===== src/rtl/cbus_rr_arbiter_if.sv =====
// cbus arbitration bundle: per-requester request/response lanes on the cache
// side plus the single shared request/response pair towards the memory bus.
interface cbus_rr_arbiter_if #(
  parameter int NUM_INPUTS = 4,
  parameter int AW         = 32,
  parameter int DW         = 32,
  parameter int LW         = 8
);
  // requester side: one lane per input
  logic [NUM_INPUTS-1:0] ireqs_valid;
  logic [NUM_INPUTS-1:0] ireqs_is_write;
  logic [2:0]            ireqs_size   [NUM_INPUTS];
  logic [AW-1:0]         ireqs_addr   [NUM_INPUTS];
  logic [DW/8-1:0]       ireqs_strobe [NUM_INPUTS];
  logic [DW-1:0]         ireqs_data   [NUM_INPUTS];
  logic [LW-1:0]         ireqs_len    [NUM_INPUTS];

  logic [NUM_INPUTS-1:0] iresps_ready;
  logic [NUM_INPUTS-1:0] iresps_last;
  logic [DW-1:0]         iresps_data  [NUM_INPUTS];

  // memory side: single shared port
  logic                  oreq_valid;
  logic                  oreq_is_write;
  logic [2:0]            oreq_size;
  logic [AW-1:0]         oreq_addr;
  logic [DW/8-1:0]       oreq_strobe;
  logic [DW-1:0]         oreq_data;
  logic [LW-1:0]         oreq_len;

  logic                  oresp_ready;
  logic                  oresp_last;
  logic [DW-1:0]         oresp_data;

  // arbiter view
  modport slave (
    input  ireqs_valid, ireqs_is_write, ireqs_size, ireqs_addr,
           ireqs_strobe, ireqs_data, ireqs_len,
    output iresps_ready, iresps_last, iresps_data,
    output oreq_valid, oreq_is_write, oreq_size, oreq_addr,
           oreq_strobe, oreq_data, oreq_len,
    input  oresp_ready, oresp_last, oresp_data
  );

  // environment view: requesters plus memory bus
  modport master (
    output ireqs_valid, ireqs_is_write, ireqs_size, ireqs_addr,
           ireqs_strobe, ireqs_data, ireqs_len,
    input  iresps_ready, iresps_last, iresps_data,
    input  oreq_valid, oreq_is_write, oreq_size, oreq_addr,
           oreq_strobe, oreq_data, oreq_len,
    output oresp_ready, oresp_last, oresp_data
  );
endinterface


===== src/rtl/cbus_rr_arbiter.sv =====
// Round-robin (or fixed-priority) arbiter sharing one cbus memory port among
// NUM_INPUTS cache-side requesters. A grant is held for a whole burst and is
// followed by one mandatory IDLE cycle before the next grant.
module cbus_rr_arbiter #(
  parameter int NUM_INPUTS  = 4,
  parameter int ROUND_ROBIN = 1,
  parameter int AW          = 32,
  parameter int DW          = 32,
  parameter int LW          = 8,
  localparam int GW         = (NUM_INPUTS > 1) ? $clog2(NUM_INPUTS) : 1
) (
  input  logic                   clk_i,
  input  logic                   rst_i,
  cbus_rr_arbiter_if.slave       cbus,
  output logic                   busy_o,
  output logic [GW-1:0]          grant_idx_o
);

  typedef enum logic {IDLE, BUSY} state_t;

  state_t          state_q;
  logic            busy_q;
  logic [GW-1:0]   grant_idx_q;
  logic [GW-1:0]   ptr_q;

  logic            hit_d;
  logic [GW-1:0]   winner_d;
  logic            burst_done;

  assign burst_done = cbus.oresp_ready && cbus.oresp_last;

  // Search starts just after the last served input (or at 0 for fixed priority);
  // the first valid input found in that circular order wins.
  always_comb begin
    int start;
    int idx;
    logic [GW-1:0] cand;
    hit_d    = 1'b0;
    winner_d = '0;
    start    = (ROUND_ROBIN != 0) ? ((int'(ptr_q) + 1) % NUM_INPUTS) : 0;
    idx      = 0;
    cand     = '0;
    for (int k = 0; k < NUM_INPUTS; k++) begin
      idx  = (start + k) % NUM_INPUTS;
      cand = GW'(idx);
      if (!hit_d && cbus.ireqs_valid[cand]) begin
        hit_d    = 1'b1;
        winner_d = cand;
      end
    end
  end

  // Grant FSM: latch a winner in IDLE, hold it until the last accepted beat.
  always_ff @(posedge clk_i or posedge rst_i) begin
    if (rst_i) begin
      state_q     <= IDLE;
      busy_q      <= 1'b0;
      grant_idx_q <= '0;
      ptr_q       <= GW'(NUM_INPUTS - 1);
    end else begin
      case (state_q)
        IDLE: begin
          if (hit_d) begin
            grant_idx_q <= winner_d;
            state_q     <= BUSY;
            busy_q      <= 1'b1;
          end
        end
        BUSY: begin
          // last without ready is not a completed beat
          if (burst_done) begin
            state_q <= IDLE;
            busy_q  <= 1'b0;
            if (ROUND_ROBIN != 0) begin
              ptr_q <= grant_idx_q;
            end
          end
        end
        default: begin
          state_q <= IDLE;
          busy_q  <= 1'b0;
        end
      endcase
    end
  end

  // Forward the granted request unchanged while busy; the bus sees zeros in IDLE.
  always_comb begin
    cbus.oreq_valid    = 1'b0;
    cbus.oreq_is_write = 1'b0;
    cbus.oreq_size     = '0;
    cbus.oreq_addr     = '0;
    cbus.oreq_strobe   = '0;
    cbus.oreq_data     = '0;
    cbus.oreq_len      = '0;
    if (busy_q) begin
      cbus.oreq_valid    = cbus.ireqs_valid[grant_idx_q];
      cbus.oreq_is_write = cbus.ireqs_is_write[grant_idx_q];
      cbus.oreq_size     = cbus.ireqs_size[grant_idx_q];
      cbus.oreq_addr     = cbus.ireqs_addr[grant_idx_q];
      cbus.oreq_strobe   = cbus.ireqs_strobe[grant_idx_q];
      cbus.oreq_data     = cbus.ireqs_data[grant_idx_q];
      cbus.oreq_len      = cbus.ireqs_len[grant_idx_q];
    end
  end

  // Route the memory response only to the granted input; everyone else sees zeros.
  for (genvar gi = 0; gi < NUM_INPUTS; gi++) begin : g_resp
    logic sel;
    assign sel                  = busy_q && (grant_idx_q == GW'(gi));
    assign cbus.iresps_ready[gi] = sel & cbus.oresp_ready;
    assign cbus.iresps_last[gi]  = sel & cbus.oresp_last;
    assign cbus.iresps_data[gi]  = sel ? cbus.oresp_data : '0;
  end

  assign busy_o      = busy_q;
  assign grant_idx_o = grant_idx_q;

endmodule


===== src/flat_wrapper.sv =====
// flat-port wrapper written by rule: the top's interface ports become plain ports
module cbus_rr_arbiter_flat 
#(
  parameter int NUM_INPUTS  = 4,
  parameter int ROUND_ROBIN = 1,
  parameter int AW          = 32,
  parameter int DW          = 32,
  parameter int LW          = 8,
  localparam int GW         = (NUM_INPUTS > 1) ? $clog2(NUM_INPUTS) : 1
)
  (clk_i, rst_i, busy_o, grant_idx_o, cbus_ireqs_valid, cbus_ireqs_is_write, cbus_ireqs_size, cbus_ireqs_addr, cbus_ireqs_strobe, cbus_ireqs_data, cbus_ireqs_len, cbus_iresps_ready, cbus_iresps_last, cbus_iresps_data, cbus_oreq_valid, cbus_oreq_is_write, cbus_oreq_size, cbus_oreq_addr, cbus_oreq_strobe, cbus_oreq_data, cbus_oreq_len, cbus_oresp_ready, cbus_oresp_last, cbus_oresp_data);
  cbus_rr_arbiter_if #(.NUM_INPUTS(NUM_INPUTS), .AW(AW), .DW(DW), .LW(LW)) cbus_i ();
  input  logic clk_i;
  input  logic rst_i;
  output logic busy_o;
  output logic [GW-1:0] grant_idx_o;
  input wire logic [$bits(cbus_i.ireqs_valid)-1:0] cbus_ireqs_valid;
  input wire logic [$bits(cbus_i.ireqs_is_write)-1:0] cbus_ireqs_is_write;
  input wire logic [$bits(cbus_i.ireqs_size)-1:0] cbus_ireqs_size;
  input wire logic [$bits(cbus_i.ireqs_addr)-1:0] cbus_ireqs_addr;
  input wire logic [$bits(cbus_i.ireqs_strobe)-1:0] cbus_ireqs_strobe;
  input wire logic [$bits(cbus_i.ireqs_data)-1:0] cbus_ireqs_data;
  input wire logic [$bits(cbus_i.ireqs_len)-1:0] cbus_ireqs_len;
  output wire logic [$bits(cbus_i.iresps_ready)-1:0] cbus_iresps_ready;
  output wire logic [$bits(cbus_i.iresps_last)-1:0] cbus_iresps_last;
  output wire logic [$bits(cbus_i.iresps_data)-1:0] cbus_iresps_data;
  output wire logic [$bits(cbus_i.oreq_valid)-1:0] cbus_oreq_valid;
  output wire logic [$bits(cbus_i.oreq_is_write)-1:0] cbus_oreq_is_write;
  output wire logic [$bits(cbus_i.oreq_size)-1:0] cbus_oreq_size;
  output wire logic [$bits(cbus_i.oreq_addr)-1:0] cbus_oreq_addr;
  output wire logic [$bits(cbus_i.oreq_strobe)-1:0] cbus_oreq_strobe;
  output wire logic [$bits(cbus_i.oreq_data)-1:0] cbus_oreq_data;
  output wire logic [$bits(cbus_i.oreq_len)-1:0] cbus_oreq_len;
  input wire logic [$bits(cbus_i.oresp_ready)-1:0] cbus_oresp_ready;
  input wire logic [$bits(cbus_i.oresp_last)-1:0] cbus_oresp_last;
  input wire logic [$bits(cbus_i.oresp_data)-1:0] cbus_oresp_data;
  assign cbus_i.ireqs_valid = cbus_ireqs_valid;
  assign cbus_i.ireqs_is_write = cbus_ireqs_is_write;
  assign cbus_i.ireqs_size = {>>{cbus_ireqs_size}};
  assign cbus_i.ireqs_addr = {>>{cbus_ireqs_addr}};
  assign cbus_i.ireqs_strobe = {>>{cbus_ireqs_strobe}};
  assign cbus_i.ireqs_data = {>>{cbus_ireqs_data}};
  assign cbus_i.ireqs_len = {>>{cbus_ireqs_len}};
  assign cbus_iresps_ready = cbus_i.iresps_ready;
  assign cbus_iresps_last = cbus_i.iresps_last;
  assign cbus_iresps_data = {>>{cbus_i.iresps_data}};
  assign cbus_oreq_valid = cbus_i.oreq_valid;
  assign cbus_oreq_is_write = cbus_i.oreq_is_write;
  assign cbus_oreq_size = cbus_i.oreq_size;
  assign cbus_oreq_addr = cbus_i.oreq_addr;
  assign cbus_oreq_strobe = cbus_i.oreq_strobe;
  assign cbus_oreq_data = cbus_i.oreq_data;
  assign cbus_oreq_len = cbus_i.oreq_len;
  assign cbus_i.oresp_ready = cbus_oresp_ready;
  assign cbus_i.oresp_last = cbus_oresp_last;
  assign cbus_i.oresp_data = cbus_oresp_data;
  cbus_rr_arbiter #(.NUM_INPUTS(NUM_INPUTS), .ROUND_ROBIN(ROUND_ROBIN), .AW(AW), .DW(DW), .LW(LW)) u_core (.clk_i(clk_i), .rst_i(rst_i), .cbus(cbus_i), .busy_o(busy_o), .grant_idx_o(grant_idx_o));
endmodule

===== config.mk =====
export PLATFORM = sky130hd
export DESIGN_NAME = cbus_rr_arbiter_flat
export DESIGN_NICKNAME = d
export VERILOG_FILES = /design/src/rtl/cbus_rr_arbiter_if.sv /design/src/rtl/cbus_rr_arbiter.sv /design/src/flat_wrapper.sv
export SDC_FILE = /design/constraint.sdc
export NUM_CORES = 1
export LEC_CHECK = 0
export ABC_AREA = 0
export CELL_PAD_IN_SITES_DETAIL_PLACEMENT = 1
export CELL_PAD_IN_SITES_GLOBAL_PLACEMENT = 1
export CORE_AREA = 2 2 226 228
export CTS_CLUSTER_DIAMETER = 80
export CTS_CLUSTER_SIZE = 40
export DETAILED_ROUTE_END_ITERATION = 6
export DIE_AREA = 0 0 228 230
export GPL_TIMING_DRIVEN = 0
export PLACE_DENSITY = 0.51
export REMOVE_ABC_BUFFERS = 1
export SLEW_MARGIN = 40
export SYNTH_ARGS = -nofsm -noshare
export SYNTH_HDL_FRONTEND = slang
export SYNTH_SLANG_ARGS = --single-unit

===== constraint.sdc =====
create_clock -name clk_i -period 1.7 [get_ports clk_i]
set_input_delay 0.34 -clock clk_i [delete_from_list [all_inputs] [get_ports clk_i]]
set_output_delay 0.34 -clock clk_i [all_outputs]
set_load 0.02 [all_outputs]

==> impl_summary.md, run 1 <==
Placement
The last weighted congestion value of the routability-driven placer is 0.807. The count of input and output buffers is 579. The final HPWL from detailed placement is 28000 um. At the placement stage, the worst setup path has a slack of -1570 ps.

Floorplanning
The count of boundary I/O pins is 580. From left edge to right edge, the die measures 228 um. The core region is 0.0499 sq mm. Row generation in the floorplan step produced 82 rows.

The starting density of the core is 7.59%. The floorplan step defined a die boundary enclosing 0.0524 sq mm. The die extent in y is 230 um.

Timing
The relative slew slack is 70.9%. The final sum of negative setup slack is -113880 ps. Once routing completed, OpenROAD measured the worst setup slack at -670 ps. The final number of max-transition violations is 0. Derived from the worst setup path, the maximum achievable clock frequency is 422 MHz. The clock period minus final worst setup slack is 2370 ps. The hold violation count in the final report is 0. The tightest hold path in the finished design has a slack of 379 ps. The worst clock skew is 1.93 ps. Setup repair after global routing could not meet its margin everywhere. The worst-margin pin slew is 432 ps.

The final worst-path cycle share is 139%. The total of endpoints with negative setup slack in the final report is 220.

Routing
The wire length reported by the detailed router is 37000 um. In the routed design, unresolved DRC markers number 0. Dividing the detail-routed wire length by the instance count gives 22.1 um. The count of vias placed by the detailed router is 5897.

The first TritonRoute pass finished after 4 iterations. In the routed layout, each cell is associated on average with a via count of 3.51. The detailed router's first-iteration violation count is 146. The final antenna-violating net count is 0.

Clock network
After clock tree synthesis, the clock-pin slew on the worst setup and hold paths is 30 ps. The number of clock sinks is 6. CTS placed an instance of clkbuf_16 at the clock tree root.

CTS built an H-tree with a depth of 1. The clock latency on the worst-skew pair is 230 ps. The number of clock buffers inserted by TritonCTS is 3. The buffer levels on the longest clock path is 2. The CTS tree is built.

The number of buffers added to fix hold violations after cts is 0.

Synthesis
The synthesized netlist devotes 38.2% of its cell area to simple gates. The share of synthesized area occupied by flip-flops and latches is 4.03%. The number of distinct library cells after synthesis is 25. Measured against the total synthesized area, the mux share comes to 48.8%. The complex-gate fraction of the synthesized area is 1.98%.

The average cell area after synthesis is 9.93 sq um. Summing the areas of all xor and xnor instances in the mapped netlist gives 0% of the synthesized area. The total of warnings raised by yosys is 0. Summing the areas of all fa, ha and maj instances in the mapped netlist gives 0% of the synthesized area.

After synthesis, the largest family of logic cells by area is multiplexers. Synthesis produced 381 cells. Counting flops and latches in the post-synthesis netlist gives 6. The synthesized netlist occupies a cell area of 0.00378 sq mm.

Critical path
For the worst setup path, the data arrival time is 2030 ps. The slack of the worst reg-to-reg path is -10 ps. Measured in cells, the most critical reg-to-reg path has a length of 7. The largest incremental delay on the critical path is 560 ps.

The category of the most critical setup path is reg -> out. STA classifies the critical path startpoint as a flip-flop. STA puts the critical path data required time at 1360 ps. The slowest stage of the critical path is the dfrtp_4 cell.

The signal on the critical path passes through buf_12, buf_16, nor3b_4, buf_6, buf_8, clkbuf_16, and2_4, buf_6. STA classifies the critical path endpoint as a primary output. The worst register-to-register path ends at u_core.ptr_q[0]. The largest fanout on the critical path is 6. The startpoint of the worst-slack reg-to-reg timing path is u_core.grant_idx_o[0]. The dominant cell type by count on the critical path is buf_6.

Global routing
The number of antenna violations at the first check in global routing is 7. The first-pass GRT wire length is 50200 um. The all-layer global routing usage is 13.1%. Entering global routing, the biggest net connects 57 pins. After global routing the overflow that remains totals 0.

The via count of the first global-routing pass is 6637.

Power and ir drop
The largest voltage drop on the vdd net is 460 uV. The cell leakage power is 4.81 nW. The power density normalized to cell area is 1040 mW/mm^2.

Cells and area
Counting the fill cells in the layout gives 5758. The final standard cell utilization of the core is 23.8%. After the last flow step, the layout net total stands at 1366. The share of post-route cells with drive strength above 1 is 53.0%. The area growth from synthesis to layout is 214%.

Job
The tool flagged a number of max-cap violations equal to 0.

Outcome
The checks that failed: setup timing. The flow ran to the end, but the final reports show violations.

Worst hold path
The tightest min-delay check is of the in -> async type.
## per-stage QoR
stage	area (sq um)	instances	power (W)
2_1_floorplan	3540	340	0.00409
3_3_place_gp	10200	1591	0.00628
3_5_place_dp	10400	1601	0.00948
4_1_cts	11300	1659	0.0118
5_1_grt	11900	1678	0.0130
6_report	11900	1679	0.0123
## Yosys cell counts (all sizes together)
cell type  instances  area, sq um
and2             217         1360
mux4              81         1820
clkbuf            23         86.3
buf               18          161
nor2               7         26.3
nand2              6         22.5
dfrtp              4          100
inv                4         15.0
a31oi              2         12.5
dfstp              2         52.6
mux2               2         22.5
nand3              2         10.0
o21ai              2         10.0
o221ai             2         17.5
o22ai              2         12.5
a21boi             1         7.51
a21o               1         7.51
and3               1         6.26
nand2b             1         6.26
nor3b              1         12.5
nor4               1         6.26
o21a               1         7.51
## report_power, final
| part | total, W | switching (W) | internal (W) |
|---|---|---|---|
| clock | 0.000395 | 0.0000838 | 0.000311 |
| sequential | 0.000370 | 0.000140 | 0.000230 |
| combinational | 0.0116 | 0.00508 | 0.00650 |
## metal layers
layer / vias to the layer above / share of wire, % / routed length [um] / global-route usage [%]
met5: - / 0.12 / 46 / 0
met4: 8 / 1.1 / 411 / 2.02
met3: 23 / 8.3 / 3060 / 3.78
met2: 355 / 54 / 20100 / 25.3
met1: 2871 / 36 / 13400 / 14.3
li1: 2640 / - / - / -
## state kept, by name, indices dropped and copies added (netlist names)
name                count
u_core.busy_o           1
u_core.state_q          1
u_core.grant_idx_o      2
u_core.ptr_q            2
## layout make-up
type	count	area (sq um)	share of cell area, %
repair buffers	657	6980	58.8
multi-input cells	334	3790	31.9
well taps	672	841	7.08
flip-flops and latches	6	164	1.38
clock buffers	4	78.8	0.664
inverters	4	15.0	0.126
diodes	2	5.00	0.0422
## how the worst max path moves through the flow
stage / from / endpoint / slack [ps] / cells past startpoint
after floorplan: u_core.grant_idx_o[0] / cbus_iresps_data[32] / -3600 / 2
after global placement: u_core.grant_idx_o[0] / cbus_iresps_data[46] / -7810 / 3
after detailed placement: u_core.grant_idx_o[0] / cbus_oreq_addr[18] / -1570 / 5
after CTS: u_core.grant_idx_o[0] / cbus_oreq_addr[31] / -790 / 6
after global routing: u_core.grant_idx_o[0] / cbus_iresps_data[98] / -730 / 8
final: u_core.grant_idx_o[0] / cbus_iresps_data[98] / -670 / 8
## worst max-delay path, delay by kind of cell (launching register included)
family / cells / cell delay (ps)
buffers and inverters: 6 / 860
flip-flops: 1 / 560
AND/OR/NAND/NOR: 2 / 370
## timing repair
action / 4_1_cts / 5_1_grt
setup buffers: 41 / 20
gates resized for setup: 972 / 358
cloned: 13 / 5
endpoints found under the setup margin: 220 / 223
pin swaps: 16 / 10
## placed cells by master (no fill, tap or decap), types with 6 or more instances in the layout
master and count:
buf_16 12, buf_4 25, mux4_2 81, buf_2 23, buf_12 13, and2_1 79
and2_4 138, clkdlybuf4s50_1 359, clkdlybuf4s15_2 37, clkbuf_2 15, nand2_1 6, clkbuf_16 6
buf_6 163
## cell families (layout without fill, tap and decap cells)
logic type	Yosys count	after routing
other	0	2
AND/OR/NAND/NOR	236	240
flip-flops	6	6
multiplexers	83	83
buffers and inverters	45	665
AO/OA/AOI/OAI	11	11
No activity file was read; power rests on OpenSTA's default activity.
==> run 2: changes to the inputs <==
--- a/config.mk
+++ b/config.mk
@@ -6,6 +6,7 @@
 export NUM_CORES = 1
 export LEC_CHECK = 0
 export ABC_AREA = 0
+export CAP_MARGIN = 10
 export CELL_PAD_IN_SITES_DETAIL_PLACEMENT = 1
 export CELL_PAD_IN_SITES_GLOBAL_PLACEMENT = 1
 export CORE_AREA = 2 2 226 228
@@ -13,6 +14,7 @@
 export CTS_CLUSTER_SIZE = 40
 export DETAILED_ROUTE_END_ITERATION = 6
 export DIE_AREA = 0 0 228 230
+export GPL_ROUTABILITY_DRIVEN = 1
 export GPL_TIMING_DRIVEN = 0
 export PLACE_DENSITY = 0.51
 export REMOVE_ABC_BUFFERS = 1
==> run 2 against run 1 <==
  * Highest routed layer unchanged
  * The flow still finishes with violations (setup timing)
  * Combinational power grew 16%
  * Count of clock-buffer cells in the layout is the same
  * Via count grew 4.8%
  * First-iteration DRC count shrank 23%
  * Sequential power shrank 5%
  * Sequential share of layout area shrank 0.12 points
  * Largest cell class unchanged
  * Critical path type unchanged
  * Core utilization grew 2.2 points
  * Global-route usage grew 0.77 points
  * Routed wire length grew 5.8%
  * Non-clock buffer count grew 47
  * Worst setup slack gained 24 ps
  * Register-to-register slack gained 360 ps
==> impl_summary.md, run 2 (synthesis gave the netlist of run 1 again) <==
Outcome
The flow ran to the end, but the final reports show violations. The final reports fail on setup timing.

Job
The tool flagged a number of max-cap violations equal to 0.

Timing
The final worst-path cycle share is 138%. The final number of max-transition violations is 0. Headroom to the max-slew limit came out at 77.9%. Setup repair after global routing could not meet its margin everywhere. The maximum clock frequency is 426 MHz.

Setup violations remaining at the end of the flow were counted as 219. The final sum of negative setup slack is -107580 ps. The worst-margin pin slew is 329 ps.

The worst clock skew is 2.54 ps. The smallest clock period supported by the final layout is computed as 2350 ps. The worst path setup slack after routing is -646 ps.

The hold violation count in the final report is 0.

Global routing
The via count of the first global-routing pass is 6814. The total overflow left after global routing is 0. The number of antenna violations at the first check in global routing is 4.

The first-pass GRT wire length is 52800 um. For this run, the total global-route usage over all layers was measured as 13.9%. Entering global routing, the biggest net connects 40 pins.

Critical path
The largest fanout on the critical path is 7. The signal on the critical path passes through buf_16, clkbuf_16, buf_6, mux4_2, and2_4, buf_6. The critical path contains buffers and inverters numbering 4 combined.

Across all register-to-register paths, the minimum setup slack is 350 ps. The critical-path cell with the highest stage delay is mux4_2. Data on the critical path is required at its endpoint by 1360 ps. Grouping stages by cell kind, the critical path spends the most delay in buffers and inverters. The kind of start point of the critical path is a flip-flop. The dominant cell type by count on the critical path is buf_6.

The arrival time at the worst endpoint is 2010 ps. The largest incremental delay on the critical path is 520 ps. The category of the most critical setup path is reg -> out. The critical path endpoint category is a primary output.

Floorplanning
The number of placement rows is 82. The core region is 0.0499 sq mm. 580 I/O pins were placed. The die is 228 um wide. The initial utilization of the core area, before any placement, comes to 7.59%. Measured along the y axis, the die boundary spans 230 um. The die area is 0.0524 sq mm.

Routing
In the final routed layout, each cell accounts on average for 22.7 um. After detailed routing, the total wire length is 39200 um. The routed via count divided by cell count is 3.58. The remaining design rule violation count is 0. The routed layout has 6178 vias.

The first-pass iteration count of the detailed router is 4. The count of nets left with antenna violations once routing finished came out at 0. The detailed router's first-iteration violation count is 112.

Placement
Summing all placed instances gives a cell area of 0.0104 sq mm. The worst-case setup slack after placement is -1560 ps. At the end of routability-driven placement, the weighted congestion stood at 0.807. The HPWL after detailed placement is 28000 um.

Port buffering added 579 buffers. The placed instance count is 1601.

Clock network
The root buffer cell chosen for the clock tree is clkbuf_16. Counting along the longest clock path gives a buffer depth of 2. Clock-pin slew was measured on the worst setup and hold paths at 40 ps. In this run the number of H-tree levels came out at 1. The number of clock sinks is 6. Buffers inserted during clock tree synthesis total 3. Hold repair after CTS inserted 0 buffers. TritonCTS built the clock tree. The clock reaches the later pin of the worst-skew pair after 230 ps.

Power and ir drop
The sum of internal, switching and leakage power is 0.0143 W. The analysis attributes to cell leakage a power of 5.42 nW. VDD sags by at most 375 uV. The power density normalized to cell area is 1100 mW/mm^2.

Cells and area
The final layout contains 1414 nets. The total area of sequential cells is 164 sq um. The design area is 0.0130 sq mm. In the layout the commonest cells are clkdlybuf4s50_1 (355), buf_6 (262), and2_4 (203), mux4_2 (81), buf_4 (24). The area of combinational cells with multiple inputs is 0.00397 sq mm. The share of post-route cells with drive strength above 1 is 61.6%. The commonest non-fill, non-tap cell in the layout is clkdlybuf4s50_1.

The number of filler cells placed in the layout is 5692. The area growth from synthesis to layout is 243%. The filler-free cell count of the finished design is 1726.

Worst hold path
The type of the most critical hold path is in -> async.
## run 2: final cells by class
class,count,area share [%]
tap,672,6.48
multi-input combinational,335,30.6
clock buffer,4,0.607
antenna,1,0.0193
inverter,4,0.116
sequential,6,1.26
timing repair buffer,704,60.9
## run 2: routing by layer
layer | routed length (um) | GRT usage (%) | share of wire [%] | up-vias
li1 | - | - | - | 2742
met1 | 14300 | 15.2 | 37 | 3042
met3 | 3060 | 3.86 | 7.8 | 25
met4 | 476 | 2.49 | 1.2 | 6
met2 | 21300 | 26.6 | 54 | 363
met5 | 37 | 0 | 0.094 | -
## run 2: timing repair
item | CTS | global route
resized for setup | 1330 | 343
endpoints found under the setup margin | 220 | 221
gates cloned | 19 | 6
setup buffers | 76 | 32
pin swaps | 26 | 50
## run 2: worst paths after layout
| check | end | depth (start not counted) | startpoint |
|---|---|---|---|
| setup / recovery | cbus_oreq_data[9] | 6 | u_core.grant_idx_o[0] |
| hold / removal | u_core.busy_o | 2 | rst_i |
| setup reg to reg | u_core.busy_o | 4 | u_core.busy_o |
| hold reg to reg | u_core.state_q | 2 | u_core.state_q |
| max in group asynchronous | u_core.ptr_q[0] | 2 | rst_i |
| min in group clk_i | u_core.state_q | 2 | u_core.state_q |
## run 2: power by group
| group | internal [W] | switching [W] | total (W) | leakage (nW) |
|---|---|---|---|---|
| clock network | 0.000312 | 0.0000852 | 0.000397 | 0.0382 |
| registers | 0.000230 | 0.000123 | 0.000353 | 0.0627 |
| logic | 0.00796 | 0.00558 | 0.0135 | 5.32 |
## run 2: metrics by stage
stage / hold slack [ps] / utilization (%)
3_5_place_dp: 552 / 20.9
6_report: 362 / 26.0
5_1_grt: 404 / 26.0
2_1_floorplan: 130 / -
4_1_cts: 398 / 23.9
3_3_place_gp: 550 / 20.4
==> run 3: changes to the inputs <==
--- a/config.mk
+++ b/config.mk
@@ -6,7 +6,6 @@
 export NUM_CORES = 1
 export LEC_CHECK = 0
 export ABC_AREA = 0
-export CAP_MARGIN = 10
 export CELL_PAD_IN_SITES_DETAIL_PLACEMENT = 1
 export CELL_PAD_IN_SITES_GLOBAL_PLACEMENT = 1
 export CORE_AREA = 2 2 226 228
==> results of run 3 <==
Final layout, timing and power as in run 1 (identical DEF).
